===== src/rtl/apb_new_slave_pkg.sv =====
// Shared types and constants for the 16-byte "new slave" APB window.
// Holds the register offsets, CSR bit positions, response FSM states and the registered-state struct.
package apb_new_slave_pkg;

  localparam logic [31:0] CFG_HW_ID = 32'h2022_1101;

  // Word offsets, taken from paddr[3:2]
  localparam logic [1:0] OFF_HWID  = 2'd0;
  localparam logic [1:0] OFF_CSR   = 2'd1;
  localparam logic [1:0] OFF_DATA  = 2'd2;
  localparam logic [1:0] OFF_TIMER = 2'd3;

  localparam int CSR_IRQ_ENA  = 0;
  localparam int CSR_EMPTY    = 1;
  localparam int CSR_FULL     = 2;
  localparam int CSR_IRQ_PEND = 3;
  localparam int CSR_OVF      = 8;
  localparam int CSR_CNT_LSB  = 12;

  typedef enum logic [1:0] {ST_IDLE, ST_WAIT, ST_RESP} state_e;

  typedef struct packed {
    logic [31:0] paddr;
    logic        pselx;
    logic        penable;
    logic        pwrite;
    logic [31:0] pwdata;
    logic [3:0]  pstrb;
    logic [2:0]  pprot;
  } apb_in_type;

  typedef struct packed {
    logic [31:0] prdata;
    logic        pready;
    logic        pslverr;
  } apb_out_type;

  typedef struct packed {
    state_e      state;
    logic [31:0] prdata;
    logic        pready;
    logic        pslverr;
    logic        irq_ena;
    logic        ovf;
  } regs_t;

  localparam regs_t REGS_RST = '{
    state:   ST_IDLE,
    prdata:  32'h0,
    pready:  1'b0,
    pslverr: 1'b0,
    irq_ena: 1'b0,
    ovf:     1'b0
  };

endpackage


===== src/rtl/apb_new_slave_fifo.sv =====
// Synchronous mailbox FIFO with wrap-around pointers; push when full and pop when empty are ignored.
// The head word is presented combinationally so a read can capture it before the pop commits.
module apb_new_slave_fifo #(
  parameter int LOG2_DEPTH = 2,
  parameter int W          = 32
) (
  input  logic                clk,
  input  logic                rst_n,
  input  logic                push,
  input  logic                pop,
  input  logic [W-1:0]        wdata,
  output logic [W-1:0]        head,
  output logic                full,
  output logic                empty,
  output logic [LOG2_DEPTH:0] count
);
  localparam int DEPTH = 1 << LOG2_DEPTH;
  localparam int CNT_W = LOG2_DEPTH + 1;

  logic [W-1:0]            mem [DEPTH];
  logic [LOG2_DEPTH-1:0]   wptr, rptr;
  logic                    do_push, do_pop;

  assign full    = (count == CNT_W'(DEPTH));
  assign empty   = (count == '0);
  assign do_push = push & ~full;
  assign do_pop  = pop & ~empty;
  assign head    = mem[rptr];

  always_ff @(posedge clk or negedge rst_n) begin
    if (!rst_n) begin
      wptr  <= '0;
      rptr  <= '0;
      count <= '0;
    end else begin
      if (do_push) wptr <= wptr + 1'b1;
      if (do_pop)  rptr <= rptr + 1'b1;
      case ({do_push, do_pop})
        2'b10:   count <= count + 1'b1;
        2'b01:   count <= count - 1'b1;
        default: count <= count;
      endcase
    end
  end

  // Storage carries no reset; validity is tracked by count alone.
  always_ff @(posedge clk) begin
    if (do_push) mem[wptr] <= wdata;
  end

endmodule


===== src/rtl/apb_new_slave.sv =====
// APB responder exposing HW ID, a mailbox FIFO and (with APB_NEW_SLAVE_TIMER_EN) a one-shot timer + irq.
// One wait state: response data is registered on access cycle 1, side effects commit at the end of cycle 2.
module apb_new_slave
  import apb_new_slave_pkg::*;
#(
  parameter int          log2_fifo_depth = 2,
  parameter logic [31:0] hw_id           = CFG_HW_ID
) (
  input  logic        i_clk,
  input  logic        i_nrst,
  input  apb_in_type  i_apbi,
  output apb_out_type o_apbo,
  output logic        o_irq
);
  regs_t r;

  logic                     acc, commit, wr_commit, rd_commit;
  logic [1:0]               woff;
  logic                     push, pop, csr_wr, tmr_wr;
  logic [31:0]              head;
  logic                     full, empty;
  logic [log2_fifo_depth:0] count;
  logic [3:0]               cnt4;
  logic [31:0]              csr_val, timer_val, rdata_c;
  logic                     err_c, irq_pend;
  logic                     unused_bits;

  assign acc       = i_apbi.pselx & i_apbi.penable;
  assign woff      = i_apbi.paddr[3:2];
  assign commit    = (r.state == ST_WAIT) & acc;
  assign wr_commit = commit & i_apbi.pwrite;
  assign rd_commit = commit & ~i_apbi.pwrite;
  assign push      = wr_commit & (woff == OFF_DATA);
  assign pop       = rd_commit & (woff == OFF_DATA);
  assign csr_wr    = wr_commit & (woff == OFF_CSR);
  assign tmr_wr    = wr_commit & (woff == OFF_TIMER);
  assign cnt4      = 4'(count);
  assign unused_bits = ^{i_apbi.paddr[31:4], i_apbi.paddr[1:0], i_apbi.pstrb, i_apbi.pprot};

  apb_new_slave_fifo #(.LOG2_DEPTH(log2_fifo_depth), .W(32)) u_fifo (
    .clk   (i_clk),
    .rst_n (i_nrst),
    .push  (push),
    .pop   (pop),
    .wdata (i_apbi.pwdata),
    .head  (head),
    .full  (full),
    .empty (empty),
    .count (count)
  );

`ifdef APB_NEW_SLAVE_TIMER_EN
  logic [31:0] timer;
  logic        expire;

  // A timer write landing on the 1->0 edge takes precedence and suppresses the irq.
  assign expire = (timer == 32'd1) & ~tmr_wr;

  always_ff @(posedge i_clk or negedge i_nrst) begin
    if (!i_nrst) begin
      timer    <= '0;
      irq_pend <= 1'b0;
    end else begin
      if (tmr_wr)              timer <= i_apbi.pwdata;
      else if (timer != '0)    timer <= timer - 1'b1;
      irq_pend <= (irq_pend & ~(csr_wr & i_apbi.pwdata[CSR_IRQ_PEND])) | expire;
    end
  end

  assign timer_val = timer;
  assign o_irq     = irq_pend & r.irq_ena;
`else
  assign irq_pend  = 1'b0;
  assign timer_val = '0;
  assign o_irq     = 1'b0;
`endif

  always_comb begin
    csr_val                         = '0;
    csr_val[CSR_IRQ_ENA]            = r.irq_ena;
    csr_val[CSR_EMPTY]              = empty;
    csr_val[CSR_FULL]               = full;
    csr_val[CSR_IRQ_PEND]           = irq_pend;
    csr_val[CSR_OVF]                = r.ovf;
    csr_val[CSR_CNT_LSB +: 4]       = cnt4;
  end

  always_comb begin
    rdata_c = '0;
    err_c   = 1'b0;
    if (i_apbi.pwrite) begin
      if (woff == OFF_DATA) err_c = full;
    end else begin
      case (woff)
        OFF_HWID:  rdata_c = hw_id;
        OFF_CSR:   rdata_c = csr_val;
        OFF_DATA:  if (empty) err_c = 1'b1; else rdata_c = head;
        OFF_TIMER: rdata_c = timer_val;
        default:   rdata_c = '0;
      endcase
    end
  end

  always_ff @(posedge i_clk or negedge i_nrst) begin
    if (!i_nrst) begin
      r <= REGS_RST;
    end else begin
      case (r.state)
        ST_IDLE: if (acc) begin
          r.state   <= ST_WAIT;
          r.pready  <= 1'b1;
          r.prdata  <= rdata_c;
          r.pslverr <= err_c;
        end
        // Response cycle: commit if the master is still there, else abandon.
        ST_WAIT: begin
          r.state   <= acc ? ST_RESP : ST_IDLE;
          r.pready  <= 1'b0;
          r.pslverr <= 1'b0;
          r.prdata  <= '0;
        end
        default: r.state <= ST_IDLE;
      endcase
      if (csr_wr) r.irq_ena <= i_apbi.pwdata[CSR_IRQ_ENA];
      r.ovf <= (r.ovf & ~(csr_wr & i_apbi.pwdata[CSR_OVF])) | (push & full);
    end
  end

  assign o_apbo.prdata  = r.prdata;
  assign o_apbo.pready  = r.pready;
  assign o_apbo.pslverr = r.pslverr;

endmodule


===== config.mk =====
export PLATFORM = sky130hd
export DESIGN_NAME = apb_new_slave
export DESIGN_NICKNAME = d
export VERILOG_FILES = /design/src/rtl/apb_new_slave_pkg.sv /design/src/rtl/apb_new_slave_fifo.sv /design/src/rtl/apb_new_slave.sv
export SDC_FILE = /design/constraint.sdc
export NUM_CORES = 1
export LEC_CHECK = 0
export ABC_CLOCK_PERIOD_IN_PS = 2730
export CAP_MARGIN = 20
export CORE_ASPECT_RATIO = 1.2
export CORE_MARGIN = 10
export CORE_UTILIZATION = 35
export CTS_CLUSTER_DIAMETER = 30
export DETAILED_ROUTE_END_ITERATION = 8
export SYNTH_ARGS = -nofsm -noshare
export SYNTH_HDL_FRONTEND = slang
export SYNTH_SLANG_ARGS = --single-unit

===== constraint.sdc =====
create_clock -name i_clk -period 2.73 [get_ports i_clk]
set_input_delay 0.546 -clock i_clk [delete_from_list [all_inputs] [get_ports i_clk]]
set_output_delay 0.546 -clock i_clk [all_outputs]
set_load 0.1 [all_outputs]

After elaboration in Yosys (flattened, before gate mapping)

Memory sizes are Yosys's and may differ from the RTL's.
Index checks and enable logic that the tools add are counted.

Bits in registers: 45
Input port bits: 76
Word-level logic and storage cells: 59
Memory bits (writable): 128
Output and inout port bits: 35
Memories kept: 1

Memory list:

| memory     | words | width | read ports | clocked after Yosys merged registers in | wr ports | RTL line                 | RTL |
|---|---|---|---|---|---|---|---|
| u_fifo.mem | 4     | 32    | 1          | 0                                       | 1        | apb_new_slave_fifo.sv:20 | `logic [W-1:0] mem [DEPTH];` |

$add $sub $neg: 4
Reduce and logical (&&, ||, !) cells: 6
Muxes and demuxes: 14
Bitwise logic cells: 17
Equality and inequality tests: 8

Operator list:

| kind                | count |
|---|---|
| $pmux 32 s4         | 1 |
| $pmux 34 s2         | 1 |
| $mux 32             | 2 |
| $mux 36             | 1 |
| $and 1x1->1         | 12 |
| $eq 2x1->1 const B  | 3 |
| $eq 2x2->1 const B  | 3 |
| $mux 1              | 6 |
| $pmux 3 s2          | 1 |
| $add 2x1->2 const B | 2 |
| $logic_not 2->1     | 2 |
| $not 1->1           | 4 |
| $pmux 2 s2          | 1 |
| $reduce_bool 2->1   | 2 |
| $add 3x1->3 const B | 1 |
| $eq 3x3->1 const B  | 1 |
| $logic_not 3->1     | 1 |
| $sub 3x1->3 const B | 1 |
| $mux 2              | 1 |
| $ne 2x2->1 const B  | 1 |
| $reduce_and 2->1    | 1 |
| $or 1x1->1          | 1 |

Logic depth before layout (Yosys ltp)

Gate-level depths: netlist of run 1.

Depth after elaboration: 8
Gate-level depth with buffers: 8
Depth with buffers taken out: 7

Modules after synthesis

From an unflattened synthesis of run 1, not the netlist that was laid out.

Cell total of the unflattened synthesis: 361
Area total of the unflattened synthesis: 6974.2 µm²

Modules (own cells, without submodules):

| module             | cells an instance | instances | area an instance (µm²) | seq. area each (µm²) |
|---|---|---|---|---|
| apb_new_slave_fifo | 205               | 1         | 5091.1                 | 4018.9 |
| apb_new_slave      | 156               | 1         | 1883.1                 | 950.9 |

Least setup slack after synthesis of run 1

No wires, ideal clock.

Kind: input port to flip-flop
From: input port i_apbi[41] in the netlist's numbering
To: memory u_fifo.mem[0][0], enable pin
Arrival: 2110 ps
Stages: 5
Data required time: 2338 ps
Setup slack: 228 ps
Buffers on the path: 2
Setup time: 392 ps
Cells stage by stage: and4b_1 -> clkbuf_1 -> and4bb_2 -> buf_2 -> and2_1

Word-level cells in the longest chain between the ends: 7

RTL lines:

| item                         | RTL line                 | RTL |
|---|---|---|
| from (decl)                  | apb_new_slave.sv:11      | `input apb_in_type i_apbi,` |
| $and 1x1->1                  | apb_new_slave.sv:28      | `assign acc = i_apbi.pselx & i_apbi.penable;` |
| $and 1x1->1                  | apb_new_slave.sv:30      | `assign commit = (r.state == ST_WAIT) & acc;` |
| $and 1x1->1                  | apb_new_slave.sv:31      | `assign wr_commit = commit & i_apbi.pwrite;` |
| $and 1x1->1                  | apb_new_slave.sv:33      | `assign push = wr_commit & (woff == OFF_DATA);` |
| $and 1x1->1                  | apb_new_slave_fifo.sv:26 | `assign do_push = push & ~full;` |
| $mux 1                       | apb_new_slave_fifo.sv:48 | `if (do_push) mem[wptr] <= wdata;` |
| $mux 1 (implied by the code) | apb_new_slave_fifo.sv:48 |  |
| to (decl)                    | apb_new_slave_fifo.sv:20 |  |

Every way passes these cells.

Worst setup path after layout of run 1

From: input port i_apbi[41] in the netlist's numbering
To: register u_fifo.count[2]

Word-level cells in the longest chain between the ends: 7
Elaborated cells on any way between the ends: 12
Classes of those cells: eq/ne (2); mux (1); bitwise (8); reduce/logical (1)

RTL lines:

| item                                                   | RTL line                                           | RTL |
|---|---|---|
| $and 1x1->1 (*)                                        | apb_new_slave.sv:28                                |  |
| $and 1x1->1 (*)                                        | apb_new_slave.sv:30                                |  |
| $and 1x1->1, on equally long branches                  | apb_new_slave.sv:32, apb_new_slave.sv:31           |  |
| $and 1x1->1, on equally long branches                  | apb_new_slave.sv:34, apb_new_slave.sv:33           |  |
| $and 1x1->1, on equally long branches                  | apb_new_slave_fifo.sv:27, apb_new_slave_fifo.sv:26 |  |
| $eq 2x1->1 / $eq 2x2->1 (equally long branches)        | apb_new_slave_fifo.sv:38                           | `case ({do_push, do_pop})` |
| $pmux 3 s2 / $reduce_bool 2->1 (equally long branches) | --                                                 |  |
| to (signal assigned)                                   | apb_new_slave_fifo.sv:39                           | `2'b10: count <= count + 1'b1;` |
| to (signal assigned)                                   | apb_new_slave_fifo.sv:40                           | `2'b01: count <= count - 1'b1;` |
| to (signal assigned)                                   | apb_new_slave_fifo.sv:41                           | `default: count <= count;` |
| to (decl)                                              | apb_new_slave_fifo.sv:15                           | `output logic [LOG2_DEPTH:0] count` |

Every way passes the cells marked *; elsewhere a longest branch is shown, timed or not.
A chain may end at the register's enable or synchronous reset.

==> flow_summary.yaml, run 1 <==
status:
  outcome: "complete, no violations"
final_layout:
  syn2layout_area_growth_pct: 20.87
  final_nets: 505
  drive_gt1_frac: 0.3684
  fillCellCount: 1721
  num_antenna_cells: 0
  fin_cells: 698
drt:
  vias_per_cell: 4.828
  postRouteAntennaNets: 0
  drc_errors: 0
  drtPass1Iterations: 4
  via_count: 3370
  routed_wirelength_um: 13690
  drtIter0Drc: 204
  wire_per_inst_um: 19.61
setup_path:
  crit_fanout: 4
  cp.required_ns: 3.03
  path_class: "primary input to flip-flop"
  start_kind: "primary input"
  reg2regPathDepth: 6
  cp_data_arrival_time_ns: 2.49
  cp-end-kind: "flip-flop"
clock_tree:
  ctsResizeCount: 0
  clkTransAtPathRegs_ns: 0.06
  clock-sinks: 173
  postCtsSetupBuffers: 0
  cts_tree: "yes"
  clk_latency_ns: 0.42
  cts_max_path_buffers: 2
  root_buffer: "clkbuf_16"
  htreeDepth: 4
  cts_hold_buf: 1
  cts_buffers: 17
sta:
  maxSlewHeadroom: 0.4626
  slew_violations: 0
  fmax_ghz: 0.4571
  min_period_ns: 2.188
  min_period_over_period: 0.8014
  rsz0062_at_grt: "no"
  worst_pin_slew_ns: 0.8061
  holdWs_ns: 0.4984
  fin_skew_ns: 0.009319
  fin_tns_setup_ns: 0
  setup_violations: 0
  finalHoldViolCount: 0
placement:
  dp_hpwl_um: 8781
  dpl.cell_count: 665
  io_buffers: 72
  place_congestion: 0.7456
global_routing:
  grt_overflow_total: 0
  grt_max_degree: 34
  grt_pass1_vias: 3746
  antenna_found_initial: 0
  gr-usage-all-layers: 0.1123
  grt_pass1_wl_um: 21800
power:
  sequentialPowerShare: 0.506
  cellPowerDensity_nw_per_um2: 693.6
  netSwitchingFraction: 0.2300
  ir_drop_v: 0.0004549
  power_mw: 5.764
  p_leak_nw: 2.994
  p_sw_mw: 1.326
  clkPwrFrac: 0.409
  p_int_mw: 4.438
  p_comb_frac: 0.085
logic_synthesis:
  synth_warnings: 0
  async_flop_share: 0.2601
  synth_fp_nets: 443
  ys_types: 41
  syn_avg_cell_area_um2: 18.99
  synth-seq-area-share: 0.7228
  syn_area_um2: 6875
  synth_cells: 362
  ys.flop_type: "edfxtp_1"
  synth_seq_cells: 173
  synth-edff-count: 128
die:
  dieArea_um2: 25670
  die_h_um: 173.5
  num_io_pins: 111
  core-area_um2: 19410
  die_w_um: 147.9
  rows: 56
  initial_core_util: 0.3542
worst_hold_path:
  hold_path_depth: 2
  min_path_type: "flip-flop to flip-flop"
job:
  drv_cap: 0
-- placed cells by master, fill, tap and decap left out, drive strengths merged, types with 2 or more instances in the layout --
master         count
edfxtp           128
buf               59
dfrtp             45
clkdlybuf4s50     37
mux4              32
a22o              22
clkbuf            20
nand2             12
nor3               9
o21ai              7
inv                7
a221o              6
xnor2              5
clkinv             5
and2               4
ha                 4
nor2b              3
a21oi              3
a31oi              2
nor4               2
a22oi              2
mux2               2
clkinvlp           2
bufinv             2
nor2               2
-- routing by layer --
metal	wire [um]	track usage	vias to the layer above
li1	-	-	1518
met1	5782	0.1305	1774
met2	7141	0.1904	68
met3	585	0.03500	10
met4	182	0.04094	0
met5	0	0	-
-- worst paths after layout --
check | from | to | slack [ns]
worst min-delay path | o_apbo[16] | o_apbo[16] | 0.50
min in group asynchronous | i_nrst | o_apbo[30] | 0.55
max in group asynchronous | i_nrst | u_fifo.rptr[0] | 1.51
worst min register to register | o_apbo[16] | o_apbo[16] | 0.50
worst max register to register | u_fifo.count[1] | u_fifo.count[2] | 0.57
worst max-delay path | i_apbi[41] | u_fifo.count[2] | 0.54
-- per-stage QoR --
stage / worst slack (ns) / cell area (um2) / utilization
global placement: 0.2347 / 7716 / 0.3976
global route: 0.3725 / 8310 / 0.4282
detailed placement: 0.1381 / 7716 / 0.3976
finish: 0.5422 / 8310 / 0.4282
floorplan: 0.2276 / 6875 / -
CTS: 0.5720 / 8310 / 0.4282
-- registers in the layout (all words and copies together), names as in the netlist --
| register | flops |
|---|---|
| csr_val | 2 |
| o_apbo | 34 |
| r | 2 |
| u_fifo.count | 3 |
| u_fifo.mem | 128 |
| u_fifo.rptr | 2 |
| u_fifo.wptr | 2 |
-- cell type report --
type / count / area [um2] / share of cell area
inverters: 4 / 15.01 / 0.001807
flip-flops and latches: 173 / 4972 / 0.5983
multi-input cells: 131 / 1516 / 0.1825
repair buffers: 97 / 895.9 / 0.1078
clock buffers: 20 / 446.7 / 0.05375
well taps: 261 / 326.6 / 0.03930
clock inverters: 12 / 137.6 / 0.01656
-- logic make-up (layout without fill, tap and decap cells) --
logic type	count (synthesis)	in the layout	synth area share
compound gates	45	45	0.05659
xor+xnor	6	6	0.007643
fa+ha+maj	5	5	0.01019
buf+inv	58	133	0.05732
flops	173	173	0.7228
mux	34	34	0.1081
other cells	1	1	0.0005454
simple gates	40	40	0.03676
-- synthesized netlist by cell type, types with 2 or more instances --
cell type / n / share of area
a22oi_1: 2 / 0.0022
nor3_1: 8 / 0.0058
nand2_1: 12 / 0.0066
a31oi_1: 2 / 0.0018
mux4_2: 32 / 0.10
mux2_2: 2 / 0.0033
o21ai_0: 7 / 0.0051
a22o_2: 21 / 0.031
edfxtp_1: 128 / 0.56
buf_4: 35 / 0.038
clkbuf_1: 8 / 0.0044
ha_1: 4 / 0.0073
a221o_2: 6 / 0.0098
dfrtp_1: 45 / 0.16
a21oi_1: 3 / 0.0022
and2_1: 4 / 0.0036
inv_1: 4 / 0.0022
nor2b_1: 3 / 0.0027
buf_2: 5 / 0.0036
nor4_1: 2 / 0.0018
xnor2_1: 5 / 0.0064
buf_6: 5 / 0.0082
-- critical path, cell delays in order --
cell	delay (ns)
clkdlybuf4s50_1	0.46
and4b_1	0.29
nor4b_4	0.16
fa_1	0.43
nor4_1	0.31
o21ai_0	0.15
xnor2_1	0.14
-- power by group through the flow --
stage               clock network, mW  registers [mW]  logic (mW)
floorplan                           0            2.94       0.360
global placement                    0            2.97       0.486
detailed placement                  0            2.97       0.499
CTS                              2.43            2.91       0.502
global route                     2.53            2.92       0.530
finish                           2.36            2.91       0.493
Power figures use the tool's default switching activity.
==> run 2, diff against run 1 <==
ABC_CLOCK_PERIOD_IN_PS = 1850   (was 2730)
clock period = 1.85 ns   (was 2.73 ns; I/O delays follow)
==> flow_summary.yaml, run 2 (synthesis results as in run 1) <==
status:
  outcome: "complete, but fails checks"
  violations: "setup timing"
setup_path:
  cp_data_arrival_time_ns: 2.16
  path_class: "primary input to flip-flop"
  reg2regPathDepth: 6
  start_kind: "primary input"
  cp.required_ns: 2.15
  slowest_delay_ns: 0.50
  crit_fanout: 3
  cp-end-kind: "flip-flop"
  slowest_stage: "clkdlybuf4s50_1"
  worstPathCellList: "clkdlybuf4s50_1 -> and4b_1 -> nor4b_4 -> fa_2 -> mux2_2"
sta:
  min_period_ns: 1.864
  fmax_ghz: 0.5366
  rsz0062_at_grt: "yes"
  slew_violations: 0
  fin_skew_ns: 0.006960
  min_period_over_period: 1.007
  worst_pin_slew_ns: 0.5997
  setup_violations: 2
  finalHoldViolCount: 0
  setup_slack_ns: -0.01355
  fin_tns_setup_ns: -0.02455
  maxSlewHeadroom: 0.6002
final_layout:
  regArea_um2: 4974
  final_nets: 527
  fillCellCount: 1641
  largest-register: "u_fifo.mem"
  mostFrequentLayoutCell: "edfxtp_1"
  num_antenna_cells: 0
  multi_input_area_um2: 1540
  final_cell_mix: "edfxtp_1, buf_12, dfrtp_1"
  fin_cells: 720
  drive_gt1_frac: 0.4052
  largest_reg_flops: 128
  utilization: 0.4660
  syn2layout_area_growth_pct: 31.56
drt:
  drc_errors: 0
  drtPass1Iterations: 6
  via_count: 3508
  vias_per_cell: 4.872
  wire_per_inst_um: 19.46
  routed_wirelength_um: 14010
  postRouteAntennaNets: 0
  drtIter0Drc: 257
global_routing:
  grt_max_degree: 34
  grt_pass1_vias: 3871
  grt_overflow_total: 0
  gr-usage-all-layers: 0.1137
  antenna_found_initial: 1
  grt_pass1_wl_um: 22470
die:
  dieArea_um2: 25670
  die_w_um: 147.9
  num_io_pins: 111
  initial_core_util: 0.3542
  die_h_um: 173.5
  rows: 56
  core-area_um2: 19410
clock_tree:
  cts_max_path_buffers: 2
  htreeDepth: 4
  cts_tree: "yes"
  cts_buffers: 17
  root_buffer: "clkbuf_16"
  clkTransAtPathRegs_ns: 0.06
  clock-sinks: 173
  clk_latency_ns: 0.42
power:
  p_int_mw: 6.808
  cellPowerDensity_nw_per_um2: 968.6
  clkPwrFrac: 0.410
  p_sw_mw: 1.952
  ir_drop_v: 0.0005857
  netSwitchingFraction: 0.2229
  sequentialPowerShare: 0.491
  p_leak_nw: 3.244
  p_comb_frac: 0.099
worst_hold_path:
  hold_path_depth: 3
  min_path_type: "primary input to flip-flop"
placement:
  dp_hpwl_um: 9366
  place_congestion: 0.7934
  io_buffers: 72
  dpl.cell_count: 684
job:
  drv_cap: 0
## run 2: power by group through the flow
stage / Combinational, mW / Clock (mW) / Sequential, mW
finish: 0.870 / 3.59 / 4.30
global route: 0.931 / 3.82 / 4.30
CTS: 0.882 / 3.66 / 4.30
detailed placement: 0.874 / 0 / 4.38
global placement: 0.856 / 0 / 4.38
floorplan: 0.544 / 0 / 4.35
## run 2: final timing paths
kind                             from         endpoint  slack, ns
setup reg to reg                r[36]  u_fifo.count[2]      -0.01
hold reg to reg            csr_val[0]       csr_val[0]       0.51
setup / recovery           i_apbi[40]  u_fifo.count[1]      -0.01
min in group asynchronous      i_nrst        o_apbo[9]       0.50
max in group asynchronous      i_nrst   u_fifo.rptr[0]       0.77
hold / removal             i_apbi[41]        o_apbo[1]       0.36
## run 2: per-layer routing
layer	routed length [um]	GRT usage	vias to the layer above
met5	0	0	-
met1	5899	0.1372	1856
met3	620	0.03343	11
li1	-	-	1562
met4	166	0.04136	0
met2	7327	0.1887	79
## run 2: final cells by class
type / count / share of cell area
tap: 261 / 0.03610
clock buffer: 21 / 0.05091
clock inverter: 11 / 0.01549
timing repair buffer: 119 / 0.1757
multi-input combinational: 131 / 0.1703
inverter: 4 / 0.001660
sequential: 173 / 0.5499
## run 2: critical path, delay by kind of cell
family,cells,cell delay (ns)
muxes,1,0.27
adders and majority gates,1,0.49
and+or+nand+nor,2,0.54
buffers and inverters,1,0.50
## run 2: metrics by stage
step	area (um2)	setup slack (ns)	power, mW	hold slack (ns)
2_1_floorplan	6899	-0.04360	4.892	0.07441
3_3_place_gp	8402	-0.4220	5.232	0.4141
3_5_place_dp	8402	-0.4368	5.254	0.4151
4_1_cts	9020	0.01350	8.844	0.5061
5_1_grt	9045	-0.08854	9.055	0.4009
6_report	9045	-0.01355	8.761	0.3587
## run 2: timing repair
action / 4_1_cts / 5_1_grt
hold buffers: 1 / 0
pin swaps: 1 / 3
gates resized for setup: 0 / 4
cloned: 0 / 0
setup buffers: 1 / 2
endpoints found under the setup margin: 1 / 16
hold endpoints to repair: 19 / 0
==> run 3, diff against run 2 <==
ABC_CLOCK_PERIOD_IN_PS = not set   (was 1850)
==> results of run 3 <==
No change in the layout: final DEF, timing and power equal those of run 2.
